`src/rtl/risc_pkg.sv`:
```
`default_nettype none
// ============================================================================
// Package    : risc_pkg
// Purpose    : Shared encodings for the fetch/PC holding stage. It holds the
//              PC source selects, the 4-bit branch condition codes and the
//              bit positions of the {N,Z,C,V} flags inside the PSW.
// Ports      : none (package)
// Revision   : 1.0 - initial release
// ============================================================================
package risc_pkg;

  // PC source select (PCSrc)
  localparam logic [1:0] PCSRC_ALU    = 2'b00;
  localparam logic [1:0] PCSRC_ALUOUT = 2'b01;
  localparam logic [1:0] PCSRC_JUMP   = 2'b10;
  localparam logic [1:0] PCSRC_RSVD   = 2'b11;

  // Branch condition codes (opcode[11:8])
  localparam logic [3:0] COND_EQ = 4'h0;
  localparam logic [3:0] COND_NE = 4'h1;
  localparam logic [3:0] COND_CS = 4'h2;
  localparam logic [3:0] COND_CC = 4'h3;
  localparam logic [3:0] COND_MI = 4'h4;
  localparam logic [3:0] COND_PL = 4'h5;
  localparam logic [3:0] COND_VS = 4'h6;
  localparam logic [3:0] COND_VC = 4'h7;
  localparam logic [3:0] COND_HI = 4'h8;
  localparam logic [3:0] COND_LS = 4'h9;
  localparam logic [3:0] COND_GE = 4'hA;
  localparam logic [3:0] COND_LT = 4'hB;
  localparam logic [3:0] COND_GT = 4'hC;
  localparam logic [3:0] COND_LE = 4'hD;
  localparam logic [3:0] COND_AL = 4'hE;
  localparam logic [3:0] COND_NV = 4'hF;

  // Flag bit positions within psw = {N,Z,C,V}
  localparam int FLAG_N = 3;
  localparam int FLAG_Z = 2;
  localparam int FLAG_C = 1;
  localparam int FLAG_V = 0;

endpackage
`default_nettype wire

```
`src/rtl/branch_cond_eval.sv`:
```
`default_nettype none
// ============================================================================
// Module     : branch_cond_eval
// Purpose    : Combinational evaluation of a 4-bit branch condition code
//              against the registered PSW flags.
// Ports      : cond_i      [3:0] condition code (opcode[11:8])
//              psw_i       [3:0] registered flags {N,Z,C,V}
//              cond_true_o       1 when the condition holds
// Revision   : 1.0 - initial release
// ============================================================================
module branch_cond_eval
  import risc_pkg::*;
(
  input  logic [3:0] cond_i,
  input  logic [3:0] psw_i,
  output logic       cond_true_o
);

  logic w_n, w_z, w_c, w_v;

  assign w_n = psw_i[FLAG_N];
  assign w_z = psw_i[FLAG_Z];
  assign w_c = psw_i[FLAG_C];
  assign w_v = psw_i[FLAG_V];

  always_comb begin
    cond_true_o = 1'b0;
    case (cond_i)
      COND_EQ: cond_true_o = w_z;
      COND_NE: cond_true_o = ~w_z;
      COND_CS: cond_true_o = w_c;
      COND_CC: cond_true_o = ~w_c;
      COND_MI: cond_true_o = w_n;
      COND_PL: cond_true_o = ~w_n;
      COND_VS: cond_true_o = w_v;
      COND_VC: cond_true_o = ~w_v;
      COND_HI: cond_true_o = w_c & ~w_z;
      COND_LS: cond_true_o = ~w_c | w_z;
      COND_GE: cond_true_o = (w_n == w_v);
      COND_LT: cond_true_o = (w_n != w_v);
      COND_GT: cond_true_o = ~w_z & (w_n == w_v);
      COND_LE: cond_true_o = w_z | (w_n != w_v);
      COND_AL: cond_true_o = 1'b1;
      COND_NV: cond_true_o = 1'b0;
      default: cond_true_o = 1'b0;
    endcase
  end

endmodule
`default_nettype wire

```
`src/rtl/fetch_pc_unit.sv`:
```
`default_nettype none
// ============================================================================
// Module     : fetch_pc_unit
// Purpose    : PC/IR/MDR/PSW holding stage behind the multi-cycle controller.
//              It applies the PCWrite/Branch/PCSrc/JAorJR/IRWrite/PSWEn
//              strobes and evaluates branch conditions on the registered PSW.
// Ports      : clk, rst                  clock, sync active-high reset
//              PCWrite, Branch           unconditional / conditional PC load
//              PCSrc[1:0], JAorJR        PC source select, jump kind
//              IRWrite, PSWEn            IR load, PSW load
//              mem_rdata, alu_result,
//              alu_out, reg_rs           data inputs (DATA_W)
//              alu_flags[3:0]            {N,Z,C,V} from the ALU
//              pc, opcode, mdr, psw      registered outputs
//              branch_taken              combinational Branch & cond_true
// Revision   : 1.0 - initial release
// ============================================================================
module fetch_pc_unit
  import risc_pkg::*;
#(
  parameter int                 DATA_W   = 16,
  parameter logic [DATA_W-1:0]  RESET_PC = '0
) (
  input  logic              clk,
  input  logic              rst,
  input  logic              PCWrite,
  input  logic              Branch,
  input  logic [1:0]        PCSrc,
  input  logic              JAorJR,
  input  logic              IRWrite,
  input  logic              PSWEn,
  input  logic [DATA_W-1:0] mem_rdata,
  input  logic [DATA_W-1:0] alu_result,
  input  logic [DATA_W-1:0] alu_out,
  input  logic [DATA_W-1:0] reg_rs,
  input  logic [3:0]        alu_flags,
  output logic [DATA_W-1:0] pc,
  output logic [DATA_W-1:0] opcode,
  output logic [DATA_W-1:0] mdr,
  output logic [3:0]        psw,
  output logic              branch_taken
);

  logic [DATA_W-1:0] pc_q, pc_d;
  logic [DATA_W-1:0] opcode_q;
  logic [DATA_W-1:0] mdr_q;
  logic [3:0]        psw_q;
  logic              w_cond_true;
  logic              w_pc_en;

  // Condition is judged on the registered PSW, so a PSWEn in the same cycle
  // only affects branches from the following cycle onward.
  branch_cond_eval u_cond (
    .cond_i      (opcode_q[11:8]),
    .psw_i       (psw_q),
    .cond_true_o (w_cond_true)
  );

  assign branch_taken = Branch & w_cond_true;
  assign w_pc_en      = PCWrite | branch_taken;

  always_comb begin
    pc_d = pc_q;
    case (PCSrc)
      PCSRC_ALU:    pc_d = alu_result;
      PCSRC_ALUOUT: pc_d = alu_out;
      // Absolute jump keeps the current PC page and replaces the low 11 bits.
      PCSRC_JUMP:   pc_d = JAorJR ? reg_rs
                                  : {pc_q[DATA_W-1:11], opcode_q[10:0]};
      default:      pc_d = pc_q;
    endcase
  end

  always_ff @(posedge clk) begin
    if (rst) begin
      pc_q     <= RESET_PC;
      opcode_q <= '0;
      mdr_q    <= '0;
      psw_q    <= '0;
    end else begin
      mdr_q <= mem_rdata;
      if (w_pc_en) pc_q     <= pc_d;
      if (IRWrite) opcode_q <= mem_rdata;
      if (PSWEn)   psw_q    <= alu_flags;
    end
  end

  assign pc     = pc_q;
  assign opcode = opcode_q;
  assign mdr    = mdr_q;
  assign psw    = psw_q;

endmodule
`default_nettype wire

```
`config.mk`:
```
export PLATFORM = sky130hd
export DESIGN_NAME = fetch_pc_unit
export DESIGN_NICKNAME = d
export VERILOG_FILES = /design/src/rtl/risc_pkg.sv /design/src/rtl/branch_cond_eval.sv /design/src/rtl/fetch_pc_unit.sv
export SDC_FILE = /design/constraint.sdc
export NUM_CORES = 1
export LEC_CHECK = 0
export CELL_PAD_IN_SITES_DETAIL_PLACEMENT = 1
export CELL_PAD_IN_SITES_GLOBAL_PLACEMENT = 2
export CORE_MARGIN = 5
export CORE_UTILIZATION = 22
export CTS_CLUSTER_SIZE = 10
export DETAILED_ROUTE_END_ITERATION = 6
export GPL_TIMING_DRIVEN = 0
export PLACE_DENSITY = 0.92
export SETUP_SLACK_MARGIN = 0.05
export SYNTH_ARGS = -nofsm -noshare
export SYNTH_HDL_FRONTEND = slang
export SYNTH_HIERARCHICAL = 1
export SYNTH_SLANG_ARGS = --single-unit
export TNS_END_PERCENT = 50
```
`constraint.sdc`:
```
create_clock -name clk -period 2.9 [get_ports clk]
set_input_delay 0.29 -clock clk [delete_from_list [all_inputs] [get_ports clk]]
set_output_delay 0.29 -clock clk [all_outputs]
set_load 0.01 [all_outputs]
```
==> impl_results.md, run 1 <==
- Synth cell types: 34
- DRC violations left: 0
- Antenna cells: 0
- Final hold viol count: 0
- Share of layout cells above drive strength 1: 9.73%
- Post-synth top area share: 43.8%
- WL/cell: 16.8 µm
- Fin crit share: 88.7%
- Clk_lat worst skew: 310 ps
- Max cap viols: 0
- CP cell instances: buf_4 -> nor2b_1 -> a211oi_1 -> a2111oi_1 -> a311oi_1 -> o22ai_1 -> buf_4 -> a21oi_4 -> nor3_1 -> clkbuf_2 -> a32o_1
- Static Leakage: 1.56 nW
- TritonCTS Buffers: 5
- Vias in the first global route: 2,525
- CP required: 3100 ps
- Fin area: 3960 µm²
- Worst setup startpoint: opcode[8]$_SDFFE_PP0P_
- Die area: 13,000 µm²
- Worst Path Arrival: 2780 ps
- Post-layout minimum cycle time: 2570 ps
- CP Class: reg -> reg
- # IOs: 130
- Fmax: 0.389 GHz
- Synth-to-layout area growth: 66.4%
- Worst hold start: IRWrite
- Yosys warns: 6
- Initial antenna violation count: 0
- RSZ-0062 raised after global routing: false
- Tot GR Track Use: 12.9%
- CORE AREA: 10,700 µm²
- Clk sinks: 52
- Crit path largest cell delay: 380 ps
- GRT overflow: 0
- Synth Instances: 235
- First-pass DRT Iterations: 4
- Final Max Tran Viols: 0
- Area after DPL: 3810 µm²
- Avg Cell Area, Syn: 10.1 µm²
- Slew margin rel.: 63.6%
- Die Wd: 114 µm
- Status: complete, no violations
- Commonest cells after routing, fill and taps aside: 125 x clkdlybuf4s50_1, 49 x dfxtp_1, 21 x mux2i_1, 21 x nor2_1, 17 x nor2b_1
- Critical-path top delay cell: dfxtp_4
- Via density: 4.46
- GP Congestion: 0.804
- Actual slew at the worst max-slew pin: 546 ps
- Vias: 2,274
- Sequential area share after synthesis: 43.8%
- Initial core utilization: 22.2%
- First-pass GRT wire length: 13,300 µm
- Worst Path Max Fanout: 10
- Detailed Route WL: 8550 µm
- Synth Net Count: 316
- Commonest non-fill, non-tap cell in the layout: clkdlybuf4s50_1
- HP Class: in -> reg
- Initial drt markers: 67
- Most frequent CP cell: buf_4
- Worst Skew: 14.2 ps
- Fin util: 37.0%
- Yosys reg bits: 52
- VDD IR max: 0.192 mV
- Fillers: 1,221
- CTS Buffer Depth: 2
- Setup violations, final: 0
- Root Buffer: clkbuf_8
- Die Ht: 114 µm
- Synth top area cells: dfxtp_1 44%, mux2i_1 8.8%, a221o_1 4.6%
- H-tree depth: 2
- # nets final: 450
- Buffers on Ports: 126
- Pwr dens: 434 nW/µm²
- Area leader, netlist: dfxtp_1
- Final TNS setup: 0 ps
- Mapped Area: 2380 µm²
- Post-DRT Antenna Nets: 0
- Row count: 38
- R2r startpoint: opcode[8]$_SDFFE_PP0P_
- Clock transition at the registers of the reported paths: 120 ps
- CTS tree: yes
- Critical Path End Type: flip-flop
- Largest net degree at the start of global routing: 20
- Post-detail-place hpwl: 7070 µm
- CP startpoint kind: flip-flop
==> worst max-delay path, delay by kind of cell, from the launching register on <==
| family | cells | cell delay (ps) |
|---|---|---|
| AO/OA/AOI/OAI | 6 | 1260 |
| buffers and inverters | 3 | 570 |
| flip-flops | 1 | 380 |
| AND/OR/NAND/NOR | 2 | 250 |
==> cell usage after synthesis <==
cell,number
and2_1,1
or4_1,1
mux2i_1,21
xor2_1,3
buf_4,1
inv_1,9
a221o_1,11
o311ai_0,5
o21a_1,1
and2b_1,1
o21ai_0,6
nor2_1,22
mux2_4,5
a32o_1,11
xnor2_1,1
a22o_1,5
o22ai_1,1
nor2b_1,17
a21oi_1,9
clkbuf_1,11
a2111oi_1,1
nand3_1,5
nor3_1,2
buf_12,1
buf_2,5
a311oi_1,1
dfxtp_1,52
mux2_2,6
ha_1,4
nor4b_1,1
o22a_1,1
a211oi_1,1
buf_6,1
nand2b_1,12
==> per-stage QoR <==
step                hold WS (ps)  power (W)  std cells  worst slack (ps)
finish                       386    0.00172        510               329
global route                 398    0.00181        510               123
CTS                          371    0.00175        509             -3.62
detailed placement           455    0.00127        501              7.80
global placement             453    0.00126        501               114
floorplan                    418    0.00101        235               640
==> worst paths after layout <==
| path | endpoint | slack, ps | depth (start not counted) |
|---|---|---|---|
| worst max register to register | pc[3]$_SDFFE_PP0P_ | 330 | 11 |
| worst min register to register | pc[0]$_SDFFE_PP0P_ | 480 | 1 |
| worst min-delay path | opcode[0]$_SDFFE_PP0P_ | 390 | 3 |
| worst max-delay path | pc[3]$_SDFFE_PP0P_ | 330 | 11 |
==> state kept, by name (all words and copies together) (netlist names) <==
signal and flops:
mdr 16, psw 4, pc 16, opcode 16
==> what timing repair did <==
| action | 4_1_cts | 5_1_grt |
|---|---|---|
| endpoints found under the setup margin | 11 | 11 |
| setup buffers | 0 | 1 |
| pin swaps | 0 | 2 |
| gates resized for setup | 3 | 10 |
| hold buffers | 0 | 0 |
==> report_power, final <==
part           switching [W]  internal (W)  leakage, nW
Sequential         0.0000340      0.000764        0.431
Combinational       0.000181      0.000276         1.08
Clock               0.000279      0.000182       0.0515
==> cell families (layout without fill, tap and decap cells) <==
group | Yosys count | in the layout | share of synthesized area (%)
AO/OA/AOI/OAI | 53 | 53 | 18.1
XOR/XNOR | 4 | 4 | 1.47
adder cells (fa/ha/maj) | 4 | 4 | 2.10
buffers and inverters | 28 | 163 | 5.84
flip-flops | 52 | 52 | 43.8
multiplexers | 32 | 32 | 14.8
AND/OR/NAND/NOR | 62 | 62 | 13.8
==> layout make-up <==
| type | count | area, µm² | share of cell area [%] |
|---|---|---|---|
| buffer | 19 | 108 | 2.72 |
| multi-input combinational | 155 | 1220 | 30.8 |
| inverter | 9 | 33.8 | 0.854 |
| timing repair buffer | 127 | 1270 | 32.1 |
| tap | 140 | 175 | 4.43 |
| clock inverter | 3 | 33.8 | 0.854 |
| sequential | 52 | 1050 | 26.5 |
| clock buffer | 5 | 68.8 | 1.74 |
==> routing by layer <==
layer  wire [µm]  global-route usage, %  share of wire, %
met4          27                   2.14              0.32
met1        3490                   14.9                41
met5           0                      0                 0
met2        4530                   23.8                53
met3         498                   4.03               5.8
No activity file was read; power rests on OpenSTA's default activity.
==> run 2, diff against run 1 <==
- CTS_CLUSTER_SIZE: 10 -> 25
==> results of run 2 <==
Final layout, timing and power as in run 1 (identical DEF).
==> run 3, diff against run 2 <==
- CORE_UTILIZATION: 22 -> 35
- DONT_BUFFER_PORTS: default -> 1
- PLACE_DENSITY: 0.92 -> default
- PLACE_DENSITY_LB_ADDON: default -> 0.1
==> run 3 against run 2 <==
  * First-iteration DRC count decreased by 60%
  * Sequential power is 3.6% higher
  * Wire length is 21% lower
  * Core utilization rose by 1.6 points
  * Via count is 21% lower
  * Critical path depth down 3
  * Combinational power decreased by 52%
  * Critical endpoint is now pc[11]$_SDFFE_PP0P_
  * Largest cell class is now multi-input gates
  * Largest power group unchanged
==> impl_results.md, run 3 (synthesized netlist as in run 1, its figures left out) <==
- Status: complete, no violations (unchanged)
- VDD IR max: 0.222 mV (was 0.192 mV)
- CORE AREA: 6720 µm² (was 10,700 µm²)
- Grt peak-use layer: met2 (unchanged)
- FF-to-FF path depth: 8 (was 11)
- GR Layer Usage met2: 28.0% (was 23.8%)
- Die area: 8540 µm² (was 13,000 µm²)
- GRT overflow: 0 (unchanged)
- Max cap viols: 0 (unchanged)
- Critical Path End Type: flip-flop (unchanged)
- Overall Power: 0.00150 W (was 0.00172 W)
- Hold depth: 1 (was 3)
- Fillers: 787 (was 1,221)
- Area after DPL: 2480 µm² (was 3810 µm²)
- Post-detail-place hpwl: 5400 µm (was 7070 µm)
- RSZ-0062 raised after global routing: false (unchanged)
- Routing usage on met1: 17.2% (was 14.9%)
- First-pass DRT Iterations: 4 (unchanged)
- CP Class: reg -> reg (unchanged)
- # nets final: 323 (was 450)
- Worst Path Arrival: 2820 ps (was 2780 ps)
- Worst Skew: 12.4 ps (was 14.2 ps)
- CP required: 3130 ps (was 3100 ps)
- Post-cts hold buffer count: 0 (unchanged)
- Share of power burned in registers: 55.3% (was 46.5%)
- Largest net degree at the start of global routing: 20 (unchanged)
- Switching Fraction: 29.6% (was 28.8%)
- Comb power frac: 14.6% (was 26.6%)
- Detailed Route WL: 6750 µm (was 8550 µm)
- Slew margin rel.: 65.5% (was 63.6%)
- First-pass GRT wire length: 10,500 µm (was 13,300 µm)
- Levels on crit path: 8 (was 11)
- Row count: 30 (was 38)
- Actual slew at the worst max-slew pin: 517 ps (was 546 ps)
- Fin area: 2600 µm² (was 3960 µm²)
- Buf/Inv on CP: 0 (was 3)
- Final Max Tran Viols: 0 (unchanged)
- CTS tree: yes (unchanged)
- Clk pwr share: 30.1% (was 26.9%)
- CP cell instances: xor2_2 -> xor2_1 -> a2111oi_1 -> a311oi_1 -> o22ai_1 -> a21oi_2 -> or4_1 -> o21ai_0 (was buf_4 -> nor2b_1 -> a211oi_1 -> a2111oi_1 -> a311oi_1 -> o22ai_1 -> buf_4 -> a21oi_4 -> nor3_1 -> clkbuf_2 -> a32o_1)
- Critical-path top delay cell: or4_1 (was dfxtp_4)
- CTS Buffer Depth: 2 (unchanged)
- Buffers on Ports: 0 (was 126)
- Worst hold start: mem_rdata[13] (was IRWrite)
- Root Buffer: clkbuf_8 (unchanged)
- Initial drt markers: 27 (was 67)
- P_int: 0.00105 W (was 0.00122 W)
- Sw power: 0.000442 W (was 0.000494 W)
- Commonest non-fill, non-tap cell in the layout: dfxtp_1 (was clkdlybuf4s50_1)
- Fmax: 0.387 GHz (was 0.389 GHz)
- Initial core utilization: 35.4% (was 22.2%)
- Worst Path Max Fanout: 8 (was 10)
- Vias in the first global route: 1,947 (was 2,525)
- Crit path largest cell delay: 580 ps (was 380 ps)
- Via density: 5.58 (was 4.46)
- Fin crit share: 89.1% (was 88.7%)
- Final hold viol count: 0 (unchanged)
- Share of layout cells above drive strength 1: 13.2% (was 9.73%)
- CP startpoint kind: flip-flop (unchanged)
- Vias: 1,801 (was 2,274)
- Clk sinks: 52 (unchanged)
- Static Leakage: 1.06 nW (was 1.56 nW)
- Die Ht: 92.4 µm (was 114 µm)
- Setup violations, final: 0 (unchanged)
- # IOs: 130 (unchanged)
- DRC violations left: 0 (unchanged)
- Tot GR Track Use: 15.7% (was 12.9%)
- Antenna cells: 0 (unchanged)
- Clock transition at the registers of the reported paths: 110 ps (was 120 ps)
- Commonest cells after routing, fill and taps aside: 51 x dfxtp_1, 22 x nor2_1, 21 x mux2i_1, 17 x nor2b_1, 12 x nand2b_1 (was 125 x clkdlybuf4s50_1, 49 x dfxtp_1, 21 x mux2i_1, 21 x nor2_1, 17 x nor2b_1)
- Clk_lat worst skew: 310 ps (about the same)
- H-tree depth: 2 (unchanged)
- Initial antenna violation count: 0 (unchanged)
- WL/cell: 20.9 µm (was 16.8 µm)
- Die Wd: 92.4 µm (was 114 µm)
- Synth-to-layout area growth: 9.15% (was 66.4%)
- TritonCTS Buffers: 5 (unchanged)
- HP Class: in -> reg (unchanged)
- Pwr dens: 576 nW/µm² (was 434 nW/µm²)
- R2r startpoint: psw[0]$_SDFFE_PP0P_ (was opcode[8]$_SDFFE_PP0P_)
- Post-DRT Antenna Nets: 0 (unchanged)
- GP Congestion: 0.729 (was 0.804)
- Fin util: 38.6% (was 37.0%)
- Crit-path leading delay family: compound AO/OA/AOI/OAI gates (unchanged)
- Met3 Use GR: 5.44% (was 4.03%)
- Worst setup startpoint: psw[0]$_SDFFE_PP0P_ (was opcode[8]$_SDFFE_PP0P_)
- Post-layout minimum cycle time: 2580 ps (was 2570 ps)
## run 3: cell types whose count changed in the layout (fill, tap and decap cells not counted)
cell,delta
dfxtp_4,-1
a21oi_4,-1
clkdlybuf4s50_1,-125
nor2_2,-1
dfxtp_2,-1
a21oi_2,+1
nor2_1,+1
buf_4,-1
dfxtp_1,+2
dlymetal6s2s_1,-1
## run 3: final cells by class
cell class | count | area, µm² | area share [%]
Clock inverter | 3 | 33.8 | 1.30
Multi-Input combinational cell | 155 | 1210 | 46.6
Buffer | 19 | 108 | 4.14
Inverter | 9 | 33.8 | 1.30
Tap cell | 80 | 100 | 3.86
Sequential cell | 52 | 1040 | 40.1
Clock buffer | 5 | 68.8 | 2.65
## run 3: worst paths after layout
path | slack, ps | endpoint
worst min-delay path | 100 | mdr[13]$_SDFF_PP0_
worst max-delay path | 320 | pc[11]$_SDFFE_PP0P_
worst min register to register | 550 | pc[2]$_SDFFE_PP0P_
worst max register to register | 320 | pc[11]$_SDFFE_PP0P_
## run 3: stage by stage
step	setup TNS, ps	worst slack [ps]	instances	hold WS (ps)
6_report	0	318	323	95.8
5_1_grt	0	112	323	67.4
4_1_cts	0	126	323	82.0
3_5_place_dp	-410	-43.0	315	426
3_3_place_gp	-320	-33.7	315	421
2_1_floorplan	0	640	235	418
## run 3: repair_timing
action / CTS / global route
resized for setup: 1 / 6
endpoints found under the setup margin: 10 / 15
endpoints found under the hold margin: 0 / 0
setup buffers: 0 / 0
## run 3: routing by layer
metal | routed length [µm] | vias up
met4 | 114 | 0
met2 | 3440 | 64
met1 | 2650 | 868
met3 | 547 | 9
li1 | - | 860
met5 | 0 | -
## run 3: power by group through the flow
stage / registers, W / clock network [W] / logic, W
floorplan: 0.000830 / 0 / 0.000178
global placement: 0.000846 / 0 / 0.000217
detailed placement: 0.000846 / 0 / 0.000221
CTS: 0.000830 / 0.000475 / 0.000222
global route: 0.000835 / 0.000505 / 0.000245
finish: 0.000827 / 0.000450 / 0.000218
## run 3: worst reg2reg max path: cells and delay by family, from the launching register on
| family | cells | cell delay [ps] |
|---|---|---|
| compound gates | 5 | 1120 |
| flops | 1 | 490 |
| simple gates | 1 | 580 |
| xor+xnor | 2 | 320 |
